<file path="config.mk">
export PLATFORM = sky130hd
export DESIGN_NAME = kc87_tap_loader
export DESIGN_NICKNAME = d
export VERILOG_FILES = /design/src/rtl/kc87_pkg.sv /design/src/rtl/kc87_tap_hdr_parse.sv /design/src/rtl/kc87_tap_loader.sv
export SDC_FILE = /design/constraint.sdc
export NUM_CORES = 1
export LEC_CHECK = 0
export BUFFER_PORTS_ARGS = -buffer_cell sky130_fd_sc_hd__buf_2
export CAP_MARGIN = 30
export CORE_AREA = 2 2 113 115
export DETAILED_ROUTE_END_ITERATION = 16
export DIE_AREA = 0 0 115 117
export GPL_TIMING_DRIVEN = 0
export PLACE_DENSITY_LB_ADDON = 0.3
export RECOVER_POWER = 50
export SLEW_MARGIN = 20
export SYNTH_ARGS = -nofsm -noshare
export SYNTH_HDL_FRONTEND = slang
export SYNTH_HIERARCHICAL = 1
export SYNTH_SLANG_ARGS = --single-unit
</file>
<file path="constraint.sdc">
create_clock -name clk -period 3.4 [get_ports clk]
set_clock_uncertainty 0.1 [all_clocks]
set_input_delay 0.68 -clock clk [delete_from_list [all_inputs] [get_ports clk]]
set_output_delay 0.68 -clock clk [all_outputs]
set_load 0.005 [all_outputs]
</file>
<file path="src/rtl/kc87_pkg.sv">
// Shared state encoding and TAP file constants for the KC87 tape loader.
package kc87_pkg;

    typedef enum logic [3:0] {
        IDLE,
        SIG,
        HBN,
        HDR,
        DBN,
        DATA,
        WREQ,
        WRITE,
        DONE,
        ERR
    } tap_state_t;

    localparam logic [7:0]  TAP_SIG_BYTE0 = 8'hC3;

    // File offsets of the little-endian header words (low byte first).
    localparam logic [7:0]  HDR_AADR      = 8'd17;
    localparam logic [7:0]  HDR_EADR      = 8'd19;
    localparam logic [7:0]  HDR_SADR      = 8'd21;

    localparam logic [15:0] NO_AUTOSTART  = 16'hFFFF;

endpackage

</file>
<file path="src/rtl/kc87_tap_hdr_parse.sv">
// Latches the load-start, load-end and autostart words of a TAP header,
// selected by the file offset of each incoming header byte.
module kc87_tap_hdr_parse
    import kc87_pkg::*;
(
    input  logic        clk,
    input  logic        hdr_we,
    input  logic [7:0]  hdr_off,
    input  logic [7:0]  hdr_byte,
    output logic [15:0] aadr,
    output logic [15:0] eadr,
    output logic [15:0] sadr
);

    localparam logic [7:0] AADR_HI = HDR_AADR + 8'd1;
    localparam logic [7:0] EADR_HI = HDR_EADR + 8'd1;
    localparam logic [7:0] SADR_HI = HDR_SADR + 8'd1;

    // Header words are always rewritten before use, so they carry no reset.
    always_ff @(posedge clk) begin
        if (hdr_we) begin
            case (hdr_off)
                HDR_AADR: aadr[7:0]  <= hdr_byte;
                AADR_HI:  aadr[15:8] <= hdr_byte;
                HDR_EADR: eadr[7:0]  <= hdr_byte;
                EADR_HI:  eadr[15:8] <= hdr_byte;
                HDR_SADR: sadr[7:0]  <= hdr_byte;
                SADR_HI:  sadr[15:8] <= hdr_byte;
                default: ;
            endcase
        end
    end

endmodule

</file>
<file path="src/rtl/kc87_tap_loader.sv">
// Streams a KC87 TAP file from the hps_io download port into main RAM.
// Build option KC87_TAP_AUTOSTART_EN enables the start_valid/start_addr autostart pulse.
module kc87_tap_loader
    import kc87_pkg::*;
#(
    parameter logic [7:0] TAP_INDEX = 8'd1,
    parameter int         SIG_LEN   = 16,
    parameter int         BLK_LEN   = 128
) (
    input  logic        clk,
    input  logic        reset,
    input  logic        ioctl_download,
    input  logic [7:0]  ioctl_index,
    input  logic        ioctl_wr,
    input  logic [24:0] ioctl_addr,
    input  logic [7:0]  ioctl_data,
    output logic        ioctl_wait,
    output logic        mem_req,
    input  logic        mem_gnt,
    output logic        mem_we,
    output logic [15:0] mem_addr,
    output logic [7:0]  mem_dout,
    output logic        cpu_hold,
    output logic        load_done,
    output logic        load_err,
    output logic [15:0] start_addr,
    output logic        start_valid
);

    tap_state_t  state;
    logic        act_q;
    logic [7:0]  byte_cnt;
    logic [7:0]  blk_cnt;
    logic [15:0] waddr;
    logic [7:0]  wbyte;
    logic        blk_end_q;
    logic        eof_pend;
    logic        overrun;
    logic [15:0] aadr;
    logic [15:0] eadr;
    logic [15:0] sadr;

    logic        active;
    logic        act_rise;
    logic        act_fall;
    logic        strobe;
    logic        blk_last;
    logic        in_range;
    logic        hdr_we;

    assign active   = ioctl_download && (ioctl_index == TAP_INDEX);
    assign act_rise = active && !act_q;
    assign act_fall = !active && act_q;
    assign strobe   = ioctl_wr && active;
    assign blk_last = (blk_cnt == 8'(BLK_LEN - 1));
    assign in_range = !overrun && (waddr <= eadr);
    assign hdr_we   = (state == HDR) && strobe;

    kc87_tap_hdr_parse u_hdr_parse (
        .clk      (clk),
        .hdr_we   (hdr_we),
        .hdr_off  (byte_cnt),
        .hdr_byte (ioctl_data),
        .aadr     (aadr),
        .eadr     (eadr),
        .sadr     (sadr)
    );

    always_ff @(posedge clk) begin
        if (reset) begin
            state      <= IDLE;
            act_q      <= 1'b0;
            byte_cnt   <= '0;
            blk_cnt    <= '0;
            waddr      <= '0;
            blk_end_q  <= 1'b0;
            eof_pend   <= 1'b0;
            overrun    <= 1'b0;
            ioctl_wait <= 1'b0;
            mem_req    <= 1'b0;
            mem_we     <= 1'b0;
            mem_addr   <= '0;
            mem_dout   <= '0;
            cpu_hold   <= 1'b0;
            load_done  <= 1'b0;
            load_err   <= 1'b0;
`ifdef KC87_TAP_AUTOSTART_EN
            start_addr  <= '0;
            start_valid <= 1'b0;
`endif
        end else begin
            act_q     <= active;
            load_done <= 1'b0;
`ifdef KC87_TAP_AUTOSTART_EN
            start_valid <= 1'b0;
`endif
            case (state)
                // hps_io raises ioctl_download at least one cycle before the first strobe.
                IDLE: begin
                    if (act_rise) begin
                        load_err <= 1'b0;
                        cpu_hold <= 1'b1;
                        byte_cnt <= '0;
                        overrun  <= 1'b0;
                        eof_pend <= 1'b0;
                        state    <= SIG;
                    end
                end
                SIG: begin
                    if (act_fall) begin
                        state <= ERR;
                    end else if (strobe) begin
                        byte_cnt <= byte_cnt + 8'd1;
                        if (byte_cnt == '0 && ioctl_data != TAP_SIG_BYTE0)
                            state <= ERR;
                        else if (byte_cnt == 8'(SIG_LEN - 1))
                            state <= HBN;
                    end
                end
                HBN: begin
                    if (act_fall) begin
                        state <= ERR;
                    end else if (strobe) begin
                        byte_cnt <= byte_cnt + 8'd1;
                        blk_cnt  <= '0;
                        state    <= HDR;
                    end
                end
                HDR: begin
                    if (act_fall) begin
                        state <= ERR;
                    end else if (strobe) begin
                        byte_cnt <= byte_cnt + 8'd1;
                        blk_cnt  <= blk_cnt + 8'd1;
                        if (blk_last) begin
                            if (eadr < aadr) begin
                                state <= ERR;
                            end else begin
                                waddr <= aadr;
                                state <= DBN;
                            end
                        end
                    end
                end
                DBN: begin
                    if (act_fall) begin
                        if (in_range)
                            load_err <= 1'b1;
                        state <= DONE;
                    end else if (strobe) begin
                        blk_cnt <= '0;
                        state   <= DATA;
                    end
                end
                DATA: begin
                    if (act_fall) begin
                        if (in_range)
                            load_err <= 1'b1;
                        state <= DONE;
                    end else if (strobe) begin
                        blk_cnt <= blk_cnt + 8'd1;
                        if (in_range) begin
                            wbyte      <= ioctl_data;
                            blk_end_q  <= blk_last;
                            ioctl_wait <= 1'b1;
                            mem_req    <= 1'b1;
                            state      <= WREQ;
                        end else if (blk_last) begin
                            state <= DBN;
                        end
                    end
                end
                WREQ: begin
                    if (strobe) begin
                        mem_req    <= 1'b0;
                        ioctl_wait <= 1'b0;
                        state      <= ERR;
                    end else begin
                        if (act_fall)
                            eof_pend <= 1'b1;
                        if (mem_gnt) begin
                            mem_we   <= 1'b1;
                            mem_addr <= waddr;
                            mem_dout <= wbyte;
                            state    <= WRITE;
                        end
                    end
                end
                WRITE: begin
                    mem_we     <= 1'b0;
                    mem_req    <= 1'b0;
                    ioctl_wait <= 1'b0;
                    if (strobe) begin
                        state <= ERR;
                    end else begin
                        waddr <= waddr + 16'd1;
                        if (waddr == 16'hFFFF)
                            overrun <= 1'b1;
                        // A download that ended during the write is judged on the post-write address.
                        if (eof_pend || act_fall) begin
                            if (waddr != eadr && waddr != 16'hFFFF)
                                load_err <= 1'b1;
                            state <= DONE;
                        end else begin
                            state <= blk_end_q ? DBN : DATA;
                        end
                    end
                end
                DONE: begin
                    load_done <= 1'b1;
                    cpu_hold  <= 1'b0;
`ifdef KC87_TAP_AUTOSTART_EN
                    if (sadr != NO_AUTOSTART) begin
                        start_addr  <= sadr;
                        start_valid <= 1'b1;
                    end
`endif
                    state <= IDLE;
                end
                ERR: begin
                    load_err <= 1'b1;
                    cpu_hold <= 1'b0;
                    state    <= IDLE;
                end
                default: state <= IDLE;
            endcase
        end
    end

`ifdef KC87_TAP_AUTOSTART_EN
    logic unused_inputs;
    assign unused_inputs = ^ioctl_addr;
`else
    logic unused_inputs;
    assign unused_inputs = ^{ioctl_addr, sadr};
    assign start_addr    = 16'h0000;
    assign start_valid   = 1'b0;
`endif

endmodule

</file>
==> flow_summary.ini <==
[route]
drt_iter0_markers = 424
antenna_left = 0
via_per_inst = 5.71
wl_per_cell_um = 16.8
wl_mm = 14.8
dr.pass1.iters = 7
vias = 5015
drcViolationCount = 0

[min_path]
hold_path_class = register to register

[sta]
setup-tns-final_ps = 0
min_period_ps = 3260
slew_viol_final = 0
finalSetupViolCount = 0
max_freq_mhz = 307
rsz0062_at_grt = false
slew_headroom_pct = 38.1
finalHoldViolCount = 0
period_share_pct = 95.8
layout_setup_ws_ps = 142
whs_ps = 356
worst_slew_pin_slew_ps = 921

[synthesis]
ys_warn_count = 6
avgSynthCellArea_sq_um = 8.88
synthCells = 644
syn_area_sq_um = 5720

[clocking]
path_clk_slew_ps = 70
cts_tree = yes
clk_path_buf_depth = 2
worstSkewPairLatency_ps = 360
cts.hold.buffers_added = 0
cts_post_setup_buffers_inserted = 0
cts_sinks = 109
ctsRootBufferMaster = clkbuf_16
cts_max_level = 3
cts_buffers = 9
cts_resized = 0

[outcome]
outcome = finished clean

[worst_setup_path]
cpPeakStageDelay_ps = 710
crit_top_cell = buf_2
critPathKind = input pin to register
end_kind = register
slowest_stage = nor4_2
worst_setup_path_start_kind = input pin
reg2reg_slack_ps = 250
cp.arrival_ps = 3140
critPathRequiredTime_ps = 3280
crit_path_cell_trace = buf_2 -> or3b_1 -> buf_2 -> or4b_4 -> nor3_1 -> nand3b_1 -> nor4_2
worstPathMaxFanout = 8

[finish]
final_util_pct = 52.8
antenna_cells = 0
area_growth_syn_to_layout_pct = 13.6
fill_cells = 1143
drive_gt1_share_pct = 11.5
final_nets = 805

[place]
port_buffers = 50
pre_cts_slack_ps = -190
gp_congestion = 0.935
hpwl_mm = 11.3

[pwr]
combPwrFrac_pct = 3.0
clkPwrFrac_pct = 43.2
p_sw_uw = 567
p_sw_share_pct = 22.7
p_seq_share_pct = 53.9
power_mw = 2.50
powerDensity_nw_per_um2 = 385
p_leak_nw = 2.49
ir_worst_vdd_mv = 0.302
p_int_mw = 1.94

[global_routing]
gr-usage-all-layers_pct = 22.7
grt_max_degree = 21
grt_pass1_vias = 4543
antenna_found_initial = 0
grt_pass1_wl_mm = 23.5
overflow = 0

[floorplanning]
die_h_um = 117
rows = 41
die_x_um = 115
start_util_pct = 46.5
die_area_sq_um = 13500
pin_count = 93
core-area_sq_um = 12300

[job]
maxCapViolCount = 0
## registers in the layout (all words and copies together), names as in the netlist
signal and flops:
mem_addr 16, cpu_hold 1, blk_cnt 8, blk_end_q 1
mem_req 1, mem_we 1, state 4, mem_dout 8
u_hdr_parse/aadr 16, eof_pend 1, waddr 16, act_q 1
overrun 1, load_done 1, load_err 1, byte_cnt 8
u_hdr_parse/eadr 16, wbyte 8
## worst paths after layout
kind	from	end	cells after the start
max	ioctl_index[1]	u_hdr_parse/aadr[8]	7
min	mem_addr[7]	mem_addr[7]	2
max reg2reg	waddr[9]	wbyte[3]	7
min reg2reg	mem_addr[7]	mem_addr[7]	2
## power by group through the flow
stage	logic, mW	clock network [mW]	registers [mW]
6_report	0.0747	1.08	1.35
4_1_cts	0.0763	1.10	1.35
3_5_place_dp	0.0761	0	1.38
3_3_place_gp	0.0760	0	1.38
5_1_grt	0.0817	1.14	1.35
2_1_floorplan	0.0407	0	1.38
## critical path: cells and delay by family
| family | cells | cell delay, ps |
|---|---|---|
| buffers and inverters | 2 | 270 |
| AND/OR/NAND/NOR | 5 | 2170 |
## final cells by class
type / count / area (sq um) / share of cell area [%]
multi-input combinational: 465 / 2790 / 42.9
sequential: 109 / 2580 / 39.7
clock buffer: 10 / 250 / 3.85
buffer: 45 / 244 / 3.75
timing repair buffer: 53 / 236 / 3.64
tap: 150 / 188 / 2.89
inverter: 41 / 154 / 2.37
clock inverter: 6 / 57.6 / 0.885
## metrics by stage
step | cell area, sq um | cells
finish | 6500 | 879
floorplan | 5790 | 660
detailed placement | 6240 | 861
global placement | 6230 | 860
CTS | 6550 | 877
global route | 6500 | 879
## cells in the final DEF (no fill, tap or decap), drive strengths merged, types with 4 or more instances in the layout
cell     n
edfxtp  40
xnor2    6
and4     6
inv     46
a211oi   8
ha      35
a21oi   63
nand2   93
o31ai    5
nor2    54
nor2b    4
and3     7
clkbuf  58
buf     50
nand2b  10
conb    17
nor3    22
or3      4
xor2     7
a31oi    5
dfxtp   69
nand3b   5
nand4   10
a211o    4
o21ai   29
nand3   20
nor4    10
## layer usage
| layer | GRT usage (%) | part of all wire [%] | wire length, um |
|---|---|---|---|
| met1 | 32.8 | 46 | 6830 |
| met2 | 34.3 | 44 | 6510 |
| met3 | 3.14 | 7.4 | 1100 |
| met4 | 9.32 | 2.4 | 348 |
| met5 | 0 | 0 | 0 |
(Power assumes the default switching activity.)
